**config.mk**
```make
export PLATFORM = sky130hd
export DESIGN_NAME = exc_ctrl
export DESIGN_NICKNAME = d
export VERILOG_FILES = /design/src/rtl/exc_ctrl.sv
export SDC_FILE = /design/constraint.sdc
export NUM_CORES = 1
export LEC_CHECK = 0
export CORE_ASPECT_RATIO = 0.8
export CORE_UTILIZATION = 51
export CTS_CLUSTER_SIZE = 40
export DETAILED_ROUTE_END_ITERATION = 10
export DONT_BUFFER_PORTS = 1
export GPL_TIMING_DRIVEN = 0
export PLACE_DENSITY = 0.76
export SLEW_MARGIN = 20
export SYNTH_ARGS = -nofsm -noshare
export SYNTH_HDL_FRONTEND = slang
export SYNTH_SLANG_ARGS = --single-unit
```
**constraint.sdc**
```tcl
create_clock -name clk -period 2.3 [get_ports clk]
set_clock_uncertainty 0.2 [all_clocks]
set_input_delay 0.345 -clock clk [delete_from_list [all_inputs] [get_ports clk]]
set_output_delay 0.345 -clock clk [all_outputs]
set_load 0.05 [all_outputs]
```
**src/rtl/exc_ctrl.sv**
```systemverilog
`default_nettype none
// ============================================================================
// Module   : exc_ctrl
// Brief    : Exception/ERET sequencer: writes EPC, flushes the pipeline for a
//            fixed window, then redirects fetch over a valid/ready handshake.
//            Optional trigger statistics when EXC_CTRL_STAT_EN is defined.
// Revision : 1.0 - initial release
// ============================================================================
module exc_ctrl #(
  parameter int unsigned FLUSH_CYCLES = 2,
  parameter logic [31:0] EXC_VECTOR   = 32'hbfc00380,
  parameter logic [4:0]  EPC_ADDR     = 5'd14
) (
  input  logic        clk,
  input  logic        resetn,
  input  logic        ws_valid,
  input  logic        ws_ex,
  input  logic        ws_eret,
  input  logic        ws_bd,
  input  logic [31:0] ws_pc,
  output logic        cp0_ex,
  output logic [4:0]  cp0_waddr,
  output logic [31:0] cp0_wdata,
  output logic [4:0]  cp0_raddr,
  input  logic [31:0] cp0_rdata,
  output logic        flush,
  output logic        redirect_valid,
  output logic [31:0] redirect_pc,
  input  logic        redirect_ready,
`ifdef EXC_CTRL_STAT_EN
  output logic [31:0] exc_count,
  output logic [31:0] eret_count,
`endif
  output logic        busy
);

  typedef enum logic [1:0] {
    S_IDLE     = 2'd0,
    S_FLUSH    = 2'd1,
    S_REDIRECT = 2'd2
  } state_t;

  localparam logic [3:0]  C_CNT_LOAD = 4'(FLUSH_CYCLES - 1);
  localparam logic [31:0] C_SAT_MAX  = 32'hffffffff;

  state_t      r_state;
  state_t      w_state_nxt;
  logic [3:0]  r_cnt;
  logic [3:0]  w_cnt_nxt;
  logic [31:0] r_target;
  logic [31:0] w_target_nxt;
  logic        w_trig;
  logic        w_trig_ex;
  logic        w_trig_eret;
  logic [31:0] w_epc;

  assign cp0_raddr = EPC_ADDR;
  assign cp0_waddr = EPC_ADDR;
  assign busy      = (r_state != S_IDLE);

  // ws_ex wins over ws_eret when both are raised by the same instruction
  assign w_trig      = (r_state == S_IDLE) & ws_valid & (ws_ex | ws_eret);
  assign w_trig_ex   = w_trig & ws_ex;
  assign w_trig_eret = w_trig & ~ws_ex & ws_eret;
  assign w_epc       = ws_bd ? (ws_pc - 32'd4) : ws_pc;

  always_comb begin
    w_state_nxt  = r_state;
    w_cnt_nxt    = r_cnt;
    w_target_nxt = r_target;
    case (r_state)
      S_IDLE: begin
        if (w_trig) begin
          w_state_nxt  = S_FLUSH;
          w_cnt_nxt    = C_CNT_LOAD;
          w_target_nxt = ws_ex ? EXC_VECTOR : cp0_rdata;
        end
      end
      S_FLUSH: begin
        if (r_cnt == 4'd0) begin
          w_state_nxt = S_REDIRECT;
        end else begin
          w_cnt_nxt = r_cnt - 4'd1;
        end
      end
      S_REDIRECT: begin
        if (redirect_ready) begin
          w_state_nxt = S_IDLE;
        end
      end
      default: begin
        w_state_nxt = S_IDLE;
      end
    endcase
  end

  always_ff @(posedge clk or negedge resetn) begin
    if (!resetn) begin
      r_state  <= S_IDLE;
      r_cnt    <= 4'd0;
      r_target <= 32'd0;
    end else begin
      r_state  <= w_state_nxt;
      r_cnt    <= w_cnt_nxt;
      r_target <= w_target_nxt;
    end
  end

  // Outputs are registered from the next state so they line up with it
  always_ff @(posedge clk or negedge resetn) begin
    if (!resetn) begin
      cp0_ex         <= 1'b0;
      cp0_wdata      <= 32'd0;
      flush          <= 1'b0;
      redirect_valid <= 1'b0;
      redirect_pc    <= 32'd0;
    end else begin
      cp0_ex         <= w_trig_ex;
      flush          <= (w_state_nxt != S_IDLE);
      redirect_valid <= (w_state_nxt == S_REDIRECT);
      if (w_trig_ex) begin
        cp0_wdata <= w_epc;
      end
      if ((w_state_nxt == S_REDIRECT) && (r_state != S_REDIRECT)) begin
        redirect_pc <= r_target;
      end
    end
  end

`ifdef EXC_CTRL_STAT_EN
  always_ff @(posedge clk or negedge resetn) begin
    if (!resetn) begin
      exc_count  <= 32'd0;
      eret_count <= 32'd0;
    end else begin
      if (w_trig_ex && (exc_count != C_SAT_MAX)) begin
        exc_count <= exc_count + 32'd1;
      end
      if (w_trig_eret && (eret_count != C_SAT_MAX)) begin
        eret_count <= eret_count + 32'd1;
      end
    end
  end
`else
  logic w_unused;
  assign w_unused = w_trig_eret ^ (C_SAT_MAX == 32'd0);
`endif

endmodule
`default_nettype wire

```
## Yosys cells after proc, flatten, opt, wreduce, memory -nomap -nowiden

Index checks and enable logic that the tools add are counted.

- Add/sub/neg operators: 2
- Divide/modulo/power cells: 0
- $mul: 0
- Multiplexer cells: 9
- Bitwise gates (word level): 4
- Reductions and logical operators: 8
- Shifts and indexed selects: 0
- Equality and inequality tests: 6
- Magnitude comparators: 0

Operator list:

| kind | number |
|---|---|
| two-way mux 32 bit | 2 |
| subtractor 32 x 3 -> 32 bit, second input constant | 1 |
| two-way mux 4 bit | 2 |
| case mux 4 bit (2 select lines) | 1 |
| two-way mux 2 bit | 3 |
| inequality test 2 bit, second input constant | 3 |
| case mux 2 bit (3 select lines) | 1 |
| nonzero test 2 bit | 3 |
| == test 2 bit, second input constant | 2 |
| zero test 4 bit | 1 |
| subtractor 4 x 1 -> 4 bit, second input constant | 1 |
| AND 1 bit | 3 |
| AND reduction 3 bit | 1 |
| == test 2 x 1 -> 1 bit, second input constant | 1 |
| zero test 2 bit | 1 |
| AND reduction 2 bit | 1 |
| logical AND 1 bit | 1 |
| OR 1 bit | 1 |

- Logic and storage cells: 37
- Latch bits: 0
- Flip-flop bits (word level): 105
- Memory bits (read-only): 0
- RAM bits: 0
- Memories kept: 0

## Longest topological paths before layout

Gate-level depths: netlist of the first run.

- Word-level depth: 7
- Gate-level depth with buffers: 8
- Mapped depth without buffers: 7

## Worst setup path before layout of the first run

No wires, ideal clock.

- Path kind: input to register
- Start point: input ws_pc[14]
- End point: register cp0_wdata[28]
- Library setup time: 0.082 ns
- Cell stages on the path: 5
- Data arrival time: 1.950 ns
- Slack: 0.068 ns
- Required time: 2.018 ns
- Buffers on the path: 0
- Cell sequence: or3_1 -> nor4_4 -> nand3_2 -> or4_1 -> a31oi_1

- Cells in the longest elaborated chain, start to end: 2

RTL lines:

| what | RTL line | source |
|---|---|---|
| start, declared | 20 | `input logic [31:0] ws_pc,` |
| subtractor 32 x 3 -> 32 bit | 65 | `assign w_epc = ws_bd ? (ws_pc - 32'd4) : ws_pc;` |
| two-way mux 32 bit | 65 |  |
| end signal, assigned | 122 | `cp0_wdata <= w_epc;` |
| end, declared | 23 | `output logic [31:0] cp0_wdata,` |

No other way between the ends.
A chain may end at the register's enable or synchronous reset.

## Final worst setup path of the first run

- Start point: register r_cnt[0]
- End point: register redirect_pc[12]

- Cells in the longest elaborated chain, start to end: 5

RTL lines:

| what | RTL line | source |
|---|---|---|
| start, declared | 48 | `logic [3:0] r_cnt;` |
| start signal, assigned | 104 | `r_cnt <= w_cnt_nxt;` |
| zero test 4 bit | 80 | `if (r_cnt == 4'd0) begin` |
| two-way mux 2 bit | 80 |  |
| case mux 2 bit (3 select lines) | 71 | `case (r_state)` |
| == test 2 bit | 124 | `if ((w_state_nxt == S_REDIRECT) && (r_state != S_REDIRECT)) begin` |
| logical AND 1 bit | 124 |  |
| end signal, assigned | 125 | `redirect_pc <= r_target;` |
| end, declared | 28 | `output logic [31:0] redirect_pc,` |

No other way between the ends.

==> results of run 1 <==
cells in the mapped netlist (4+ instances only):
master	count	area, µm²
a21oi_1	28	140
buf_4	10	75.1
clkbuf_1	19	71.3
dfrtp_1	105	2630
inv_1	6	22.5
mux2_2	35	394
nand2_1	73	274
nand3b_1	20	150
nand4_1	5	31.3
nor2_1	43	161
nor3_1	5	25.0
o21ai_0	13	65.1
or2_2	4	25.0
or3_1	8	50.1
or4_1	6	45.0
xnor2_1	11	96.3
xor2_1	17	149
flip-flops by register name (all words and copies together) (netlist names):
signal and count:
r_state 2, cp0_ex 1, redirect_valid 1, r_cnt 4, redirect_pc 32, flush 1
r_target 32, cp0_wdata 32
through the flow:
| step | hold WS [ns] | TNS (ns) | instances | worst slack, ns |
|---|---|---|---|---|
| final | -0.502 | 0 | 625 | 0.116 |
| after global routing | -0.526 | -0.189 | 624 | -0.0229 |
| after CTS | -0.514 | 0 | 625 | 0.00397 |
| after detailed placement | -0.149 | -0.255 | 562 | -0.149 |
| after global placement | -0.149 | -0.226 | 562 | -0.129 |
| after floorplan | -0.151 | 0 | 450 | 0.0682 |
layout by cell type, fill, tap and decap left out, drive strengths merged, types with 2 or more instances in the layout:
master / Yosys / routed
or4: 6 / 6
a31oi: 3 / 3
clkbuf: 19 / 25
nor3: 6 / 6
buf: 12 / 14
nor2: 43 / 43
nor4: 5 / 5
dlygate4sd3: 0 / 47
a21oi: 28 / 28
mux2: 35 / 35
or2: 4 / 4
o21ai: 13 / 13
dfrtp: 105 / 105
inv: 6 / 9
ha: 3 / 3
nand2b: 2 / 2
o31ai: 2 / 2
xnor2: 11 / 11
nor2b: 2 / 2
xor2: 17 / 17
clkinvlp: 0 / 2
nand3: 4 / 4
conb: 2 / 10
or3: 8 / 8
nand4: 5 / 5
nand2: 73 / 73
nand3b: 20 / 20
cells by family after synthesis:
group	count (synthesis)
simple gates	183
fa+ha+maj	3
compound gates	49
xor+xnor	28
flops	105
other cells	2
mux	35
buf+inv	37
how the worst max path moves through the flow:
stage | to | cells past startpoint | slack (ns)
5_1_grt | redirect_pc[12] | 6 | -0.02
3_3_place_gp | cp0_wdata[28] | 5 | -0.13
3_5_place_dp | cp0_wdata[28] | 5 | -0.15
4_1_cts | redirect_pc[25] | 6 | 0.004
6_report | redirect_pc[12] | 6 | 0.12
2_1_floorplan | cp0_wdata[28] | 5 | 0.07
metal layers:
layer	GRT usage (%)	wire, µm	vias to the layer above
met2	40.2	5490	111
met3	7.96	727	10
met1	27.6	4370	1661
met5	0	0	-
met4	6.63	114	0
li1	-	-	1606
worst register-to-register path, cell delays in order (launching register included):
cell	delay [ns]
dfrtp_1	0.41
inv_1	0.09
ha_1	0.15
nor3b_1	0.38
nand2_2	0.23
clkbuf_2	0.28
mux2_2	0.33
layout make-up:
type | count | share of cell area [%]
Sequential cell | 105 | 46.6
Multi-Input combinational cell | 308 | 33.8
Timing Repair Buffer | 47 | 8.34
Clock buffer | 9 | 3.99
Buffer | 30 | 2.82
Tap cell | 112 | 2.49
Clock inverter | 7 | 1.55
Inverter | 6 | 0.399
Antenna cell | 1 | 0.0444
power breakdown:
part           internal [mW]  total (mW)  switching, mW  leakage, nW
clock                  0.865        1.57          0.700        0.146
sequential              2.65        5.04           2.39         1.28
combinational          0.737        1.64          0.900         1.11
what timing repair did:
| item | in CTS | in global routing |
|---|---|---|
| resized for setup | 1 | 11 |
| endpoints found under the hold margin | 147 | 105 |
| endpoints found under the setup margin | 10 | 54 |
==> impl_metrics.toml, run 1 <==
[status]
outcome = "finished with violations"
violations = "negative hold slack"

[synth]
synthMuxAreaShare_pct = 8.44
ys_seq_area_share_pct = 56.2
yosysUniqueCellTypes = 38
synth-edff-count = 0
postSynthAreaPerCell_um2 = 10.6
synth_xor_xnor_area_share_pct = 5.25
synthAdderAreaFrac_pct = 0.803
yosysWarnings = 0
synth-seq-cells = 105
syn_inst = 442
ys.flop_type = "dfrtp_1"
synth-async-reset-ratio_pct = 100
synth_area_um2 = 4670
synth_compound_area_share_pct = 5.62
synth-simple-area-share_pct = 19.7
synth_top_family_by_area = "simple AND/OR/NAND/NOR gates"

[critical_path]
r2r_end = "redirect_pc[12]"
cp.required_ns = 2.32
crit_start = "r_cnt[0]"
cp.arrival_ns = 2.20
endpoint_kind = "register"
rr_startpoint = "r_cnt[0]"
reg2reg_depth = 6
cpPeakStageDelay_ns = 0.41
worstSetupPathType = "reg2reg"
cp_num_buf_inv = 2
path_cells = "inv_1, ha_1, nor3b_1, nand2_2, clkbuf_2, mux2_2"
cp_top_family = "simple AND/OR/NAND/NOR gates"
slowest_stage = "dfrtp_1"
path_max_fanout = 10
r2r_slack_ns = 0.12
start_kind = "register"

[drt]
routed_wl_um = 10700
dr.pass1.iters = 4
vias_per_cell = 5.42
drc = 0
drt_iter0_drc = 170
antenna_left = 0
vias = 3388
wl_per_cell_um = 17.1

[hold_path]
hp-class = "in2async"

[global_routing]
antenna_found_initial = 0
grt_max_degree = 106
grt_util_all_layers_pct = 23.3
grt_pass1_vias = 3481
overflow = 0
grt_pass1_wl_um = 16800

[die]
core_area_um2 = 8670
fp.dieW_um = 109
die_height_um = 87.6
io_pins = 149
row_count = 30
start_util_pct = 53.9
die-area_um2 = 9550

[finish]
layout.nets = 581
post-route-util_pct = 65.0
multi_input_area_um2 = 1900
drive_above_1_share_pct = 15.4
regArea_um2 = 2630
fillerInstances = 659
syn2layout_area_growth_pct = 20.7
final_cell_area_um2 = 5640

[cts]
clock_latency_ns = 0.33
cts.path.max_buffers = 2
htreeDepth = 3
clock-sinks = 105
cts_tree = "yes"
cts-root-buf = "clkbuf_16"
cts_hold_buffers = 47
clk_pin_slew_ns = 0.07
post_cts_buffers = 0
cts_made_buffers = 9

[placed_design]
placed_area_um2 = 4850
gp_congestion = 0.814
portBuffers = 0
dp_hpwl_um = 7100

[timing]
finalCritPeriodShare_pct = 94.9
period_minus_slack_ns = 2.18
setup_violations = 0
hold_viol = 105
drv_slew = 0
slew_headroom_pct = 46.5
holdWs_ns = -0.502
timing.fmax_ghz = 0.458
tightest_slew_ns = 0.795

[pwr]
p_per_area_nw_per_um2 = 1460
cellLeakagePower_nw = 2.53
vdd_drop_max_mv = 0.827
finalPower_mw = 8.24

[job]
max_cap_violations = 0
No activity file was read; power rests on OpenSTA's default activity.
==> inputs of run 2 (changes only) <==
--- a/config.mk
+++ b/config.mk
@@ -6,12 +6,12 @@
 export NUM_CORES = 1
 export LEC_CHECK = 0
 export CORE_ASPECT_RATIO = 0.8
-export CORE_UTILIZATION = 51
+export CORE_UTILIZATION = 40
 export CTS_CLUSTER_SIZE = 40
 export DETAILED_ROUTE_END_ITERATION = 10
 export DONT_BUFFER_PORTS = 1
 export GPL_TIMING_DRIVEN = 0
-export PLACE_DENSITY = 0.76
+export PLACE_DENSITY = 0.64
 export SLEW_MARGIN = 20
 export SYNTH_ARGS = -nofsm -noshare
 export SYNTH_HDL_FRONTEND = slang
==> run 2 against run 1 <==
  * The flow still finishes with violations (negative hold slack)
  * Routed wire length is 5.2% higher
  * Global-route usage is 3.9 points lower
  * Count of clock-buffer cells in the layout stayed put
  * Die area is 27% higher
  * Setup slack better by 0.050 ns
  * Critical endpoint is now cp0_wdata[28]
==> impl_metrics.toml, run 2 (same netlist as run 1, synthesis figures left out) <==
[status]
outcome = "finished with violations"
violations = "negative hold slack"

[timing]
hold_viol = 105
slew_headroom_pct = 49.5
timing.fmax_ghz = 0.469
tightest_slew_ns = 0.751
period_minus_slack_ns = 2.13
setup_violations = 0
holdWs_ns = -0.511
drv_slew = 0
finalCritPeriodShare_pct = 92.8
rsz0062_at_grt = "false"

[critical_path]
r2r_end = "cp0_wdata[16]"
reg2reg_depth = 5
cp.required_ns = 2.37
start_kind = "primary input"
endpoint_kind = "register"
r2r_slack_ns = 0.24
cp.arrival_ns = 2.20
path_max_fanout = 10
rr_startpoint = "r_state[1]"
worstSetupPathType = "in2reg"

[global_routing]
overflow = 0
antenna_found_initial = 0
grt_util_all_layers_pct = 19.4
grt_pass1_vias = 3484
grt_max_degree = 106
grt_pass1_wl_um = 18000

[drt]
wl_per_cell_um = 17.0
routed_wl_um = 11300
dr.pass1.iters = 4
drc = 0
drt_iter0_drc = 123
vias_per_cell = 5.20
vias = 3447
antenna_left = 0

[finish]
drive_above_1_share_pct = 15.8
final_common_cell = "dfrtp_1"
layout_common_cells = "dfrtp_1, nand2_1, dlygate4sd3_1"
post-route-util_pct = 51.6
reg.largest.list = "cp0_wdata: 32 flops, r_target: 32 flops, redirect_pc: 32 flops"
final_cell_area_um2 = 5730
layout.nets = 588
syn2layout_area_growth_pct = 22.6
n_antenna_cell = 0

[job]
max_cap_violations = 0

[cts]
cts_hold_buffers = 54
clk_pin_slew_ns = 0.07
clock-sinks = 105
cts_tree = "yes"
clock_latency_ns = 0.35
cts.path.max_buffers = 2
post_cts_buffers = 0
htreeDepth = 3
cts_made_buffers = 9
cts-root-buf = "clkbuf_16"

[placed_design]
placed_area_um2 = 4890
dp_hpwl_um = 7510
gp_congestion = 0.784
portBuffers = 0

[die]
die_height_um = 98.7
core_area_um2 = 11100
row_count = 34
die-area_um2 = 12100
io_pins = 149
fp.dieW_um = 123
start_util_pct = 42.1

[pwr]
p_per_area_nw_per_um2 = 1430
cellLeakagePower_nw = 2.56
vdd_drop_max_mv = 0.752

[hold_path]
hp-class = "in2async"
run 2: worst max-delay path, stage by stage:
cell     delay [ns]
or3_1          0.44
nor4_4         0.61
nand3_2        0.20
or4_1          0.43
a31oi_1        0.17
run 2: final cells by class:
cell class	count	area, µm²
Fill cell	1012	5380
Sequential cell	105	2630
Multi-Input combinational cell	308	1910
Timing Repair Buffer	54	541
Clock buffer	9	225
Tap cell	144	180
Buffer	30	161
Clock inverter	7	61.3
Inverter	6	22.5
run 2: worst max-delay path by stage:
stage / depth (start not counted) / start / to / slack (ns)
5_1_grt: 5 / ws_pc[14] / cp0_wdata[28] / 0.03
2_1_floorplan: 5 / ws_pc[14] / cp0_wdata[28] / 0.07
3_5_place_dp: 5 / ws_pc[14] / cp0_wdata[28] / -0.19
3_3_place_gp: 5 / ws_pc[14] / cp0_wdata[28] / -0.14
4_1_cts: 6 / r_state[1] / cp0_wdata[5] / 0.09
6_report: 5 / ws_pc[14] / cp0_wdata[28] / 0.17
run 2: where the power goes:
| group | switching [mW] | internal [mW] | leakage [nW] | total, mW |
|---|---|---|---|---|
| clock network | 0.719 | 0.754 | 0.135 | 1.47 |
| registers | 2.40 | 2.65 | 1.28 | 5.05 |
| logic | 0.894 | 0.747 | 1.14 | 1.64 |
run 2: routing by layer:
metal | GRT usage [%] | wire length, µm | part of all wire [%] | up-vias
li1 | - | - | - | 1611
met1 | 25.2 | 4880 | 43 | 1694
met2 | 30.6 | 5370 | 48 | 114
met3 | 5.56 | 733 | 6.5 | 28
met4 | 7.32 | 267 | 2.4 | 0
met5 | 0 | 0 | 0 | -
run 2: timing repair:
action                                  CTS  global route
endpoints found under the setup margin   27            57
endpoints found under the hold margin   154           105
gates resized for setup                   3            10
run 2: through the flow:
stage               std cells  setup TNS [ns]  hold slack, ns  total power, mW  setup WS (ns)
floorplan                 450               0          -0.151             6.16         0.0682
global placement          594          -0.253          -0.147             6.53         -0.141
detailed placement        594           -1.62          -0.147             6.64         -0.191
CTS                       664               0          -0.528             8.23         0.0861
global route              663               0          -0.534             8.61         0.0336
finish                    663               0          -0.511             8.17          0.166
==> inputs of run 3 (changes only) <==
--- a/config.mk
+++ b/config.mk
@@ -11,7 +11,7 @@
 export DETAILED_ROUTE_END_ITERATION = 10
 export DONT_BUFFER_PORTS = 1
 export GPL_TIMING_DRIVEN = 0
-export PLACE_DENSITY = 0.64
+export PLACE_DENSITY = 0.66
 export SLEW_MARGIN = 20
 export SYNTH_ARGS = -nofsm -noshare
 export SYNTH_HDL_FRONTEND = slang
==> constraint.sdc (replaced) <==
create_clock -name clk -period 1.8 [get_ports clk]
set_clock_uncertainty 0.2 [all_clocks]
set_input_delay 0.27 -clock clk [delete_from_list [all_inputs] [get_ports clk]]
set_output_delay 0.27 -clock clk [all_outputs]
set_load 0.05 [all_outputs]
==> run 3 against run 2 <==
  * The run ends with negative hold slack, negative setup slack left
  * Global-route usage grew 1.0 points
  * Count of clock-buffer cells in the layout grew 1
  * First-iteration DRC count up 18%
  * Worst hold slack worse by 0.079 ns
  * Register-to-register slack lost 0.30 ns
  * Clock power grew 29%
  * Core utilization increased by 4.8 points
  * Cell count grew 5.7%
  * Total power grew 34%
  * Setup slack worse by 0.23 ns
  * Critical path depth rose by 2
  * Largest cell class unchanged
  * Largest power group unchanged
==> impl_metrics.toml, run 3 (same netlist as run 1, synthesis figures left out) <==
[status]
outcome = "finished with violations"
violations = "negative hold slack, negative setup slack"

[cts]
clock-sinks = 105
clock_latency_ns = 0.35
cts.path.max_buffers = 2
cts_tree = "yes"
cts-root-buf = "clkbuf_16"
clk_pin_slew_ns = 0.07
cts_made_buffers = 9
htreeDepth = 3

[drt]
drt_iter0_drc = 145
wl_per_cell_um = 17.0
vias = 3582
vias_per_cell = 5.11
dr.pass1.iters = 4
routed_wl_um = 11900
drc = 0
antenna_left = 0

[finish]
fillerInstances = 905
drive_above_1_share_pct = 24.2
syn2layout_area_growth_pct = 34.0
final_common_cell = "dfrtp_1"
layout_common_cells = "dfrtp_1, nand2_1, dlygate4sd3_1"
layout.nets = 626
reg.largest.list = "cp0_wdata: 32 flops, r_target: 32 flops, redirect_pc: 32 flops"
final_cell_area_um2 = 6260
regArea_um2 = 2630
multi_input_area_um2 = 2040
n_antenna_cell = 0

[die]
fp.dieW_um = 123
core_area_um2 = 11100
io_pins = 149
die-area_um2 = 12100
start_util_pct = 42.1
row_count = 34
die_height_um = 98.7

[critical_path]
cpPeakStageDelay_ns = 0.40
endpoint_kind = "register"
path_cells = "inv_2, ha_4, nor3b_4, nand2_2, buf_6, buf_8, mux2_4"
cp_top_family = "flip-flops"
cp.required_ns = 1.83
cp_num_buf_inv = 3
worstSetupPathType = "reg2reg"
cp.arrival_ns = 1.90
path_max_fanout = 7
start_kind = "register"
slowest_stage = "dfrtp_1"

[timing]
finalCritPeriodShare_pct = 104
holdWs_ns = -0.590
setup_slack_ns = -0.0648
slew_headroom_pct = 49.2
setup-tns-final_ns = -1.19
tightest_slew_ns = 0.755
setup_violations = 33
rsz0062_at_grt = "true"
hold_viol = 106
timing.fmax_ghz = 0.536
drv_slew = 0
period_minus_slack_ns = 1.86

[pwr]
vdd_drop_max_mv = 1.12
cellLeakagePower_nw = 2.82
p_per_area_nw_per_um2 = 1750
finalPower_mw = 11.0

[placed_design]
gp_congestion = 0.790
portBuffers = 0
dp_hpwl_um = 7350
placed_area_um2 = 4920

[global_routing]
grt_util_all_layers_pct = 20.4
met1_usage_pct = 23.3
met2_usage_pct = 34.7
antenna_found_initial = 0
grt_pass1_wl_um = 18800
top_usage_layer = "met2"
grtUsageMet3_pct = 7.29
grt_pass1_vias = 3751
grt_max_degree = 106
overflow = 0

[hold_path]
hp-class = "in2async"

[job]
max_cap_violations = 0
==> run 3: layout make-up <==
| cell class | count | area share (%) |
|---|---|---|
| multi-input combinational | 308 | 32.5 |
| buffer | 29 | 3.18 |
| sequential | 105 | 42.0 |
| timing repair buffer | 93 | 14.5 |
| clock buffer | 10 | 3.66 |
| tap | 144 | 2.88 |
| clock inverter | 6 | 0.899 |
| inverter | 6 | 0.360 |
==> run 3: what timing repair did <==
| action | CTS | global route |
|---|---|---|
| setup endpoints to repair | 93 | 76 |
| pin swaps | 4 | 10 |
| setup buffers | 18 | 5 |
| gates cloned | 2 | 0 |
| hold buffers | 68 | 1 |
| hold endpoints to repair | 172 | 106 |
| resized for setup | 35 | 19 |
==> run 3: report_power, final <==
part,internal (mW),switching (mW),total [mW]
combinational,1.29,1.32,2.61
sequential,3.39,3.09,6.48
clock,0.974,0.925,1.90
total,5.65,5.33,11.0
==> run 3: path summary, 6_finish.rpt <==
path | from | end | slack (ns) | cells past startpoint
min reg2reg | r_target[18] | r_target[18] | 0.26 | 2
max in group asynchronous | resetn | cp0_wdata[24] | 1.86 | 0
min in group clk | ws_pc[6] | cp0_wdata[7] | -0.04 | 3
min | resetn | redirect_pc[28] | -0.59 | 0
max | r_cnt[1] | redirect_pc[4] | -0.06 | 7
max reg2reg | r_cnt[1] | redirect_pc[4] | -0.06 | 7
==> run 3: metal layers <==
layer | up-vias | share of wire, %
met2 | 114 | 49
li1 | 1708 | -
met4 | 0 | 2.3
met5 | - | 0
met3 | 21 | 7.2
met1 | 1739 | 42
==> run 3: through the flow <==
step                      utilization (%)  std cells  hold slack (ns)  setup slack (ns)
after floorplan                         -        450           -0.226            -0.348
after global placement               44.3        594           -0.224            -0.556
after detailed placement             44.3        594           -0.224            -0.569
after CTS                            55.6        697           -0.605           -0.0103
after global routing                 56.4        701           -0.619            -0.112
final                                56.4        701           -0.590           -0.0648
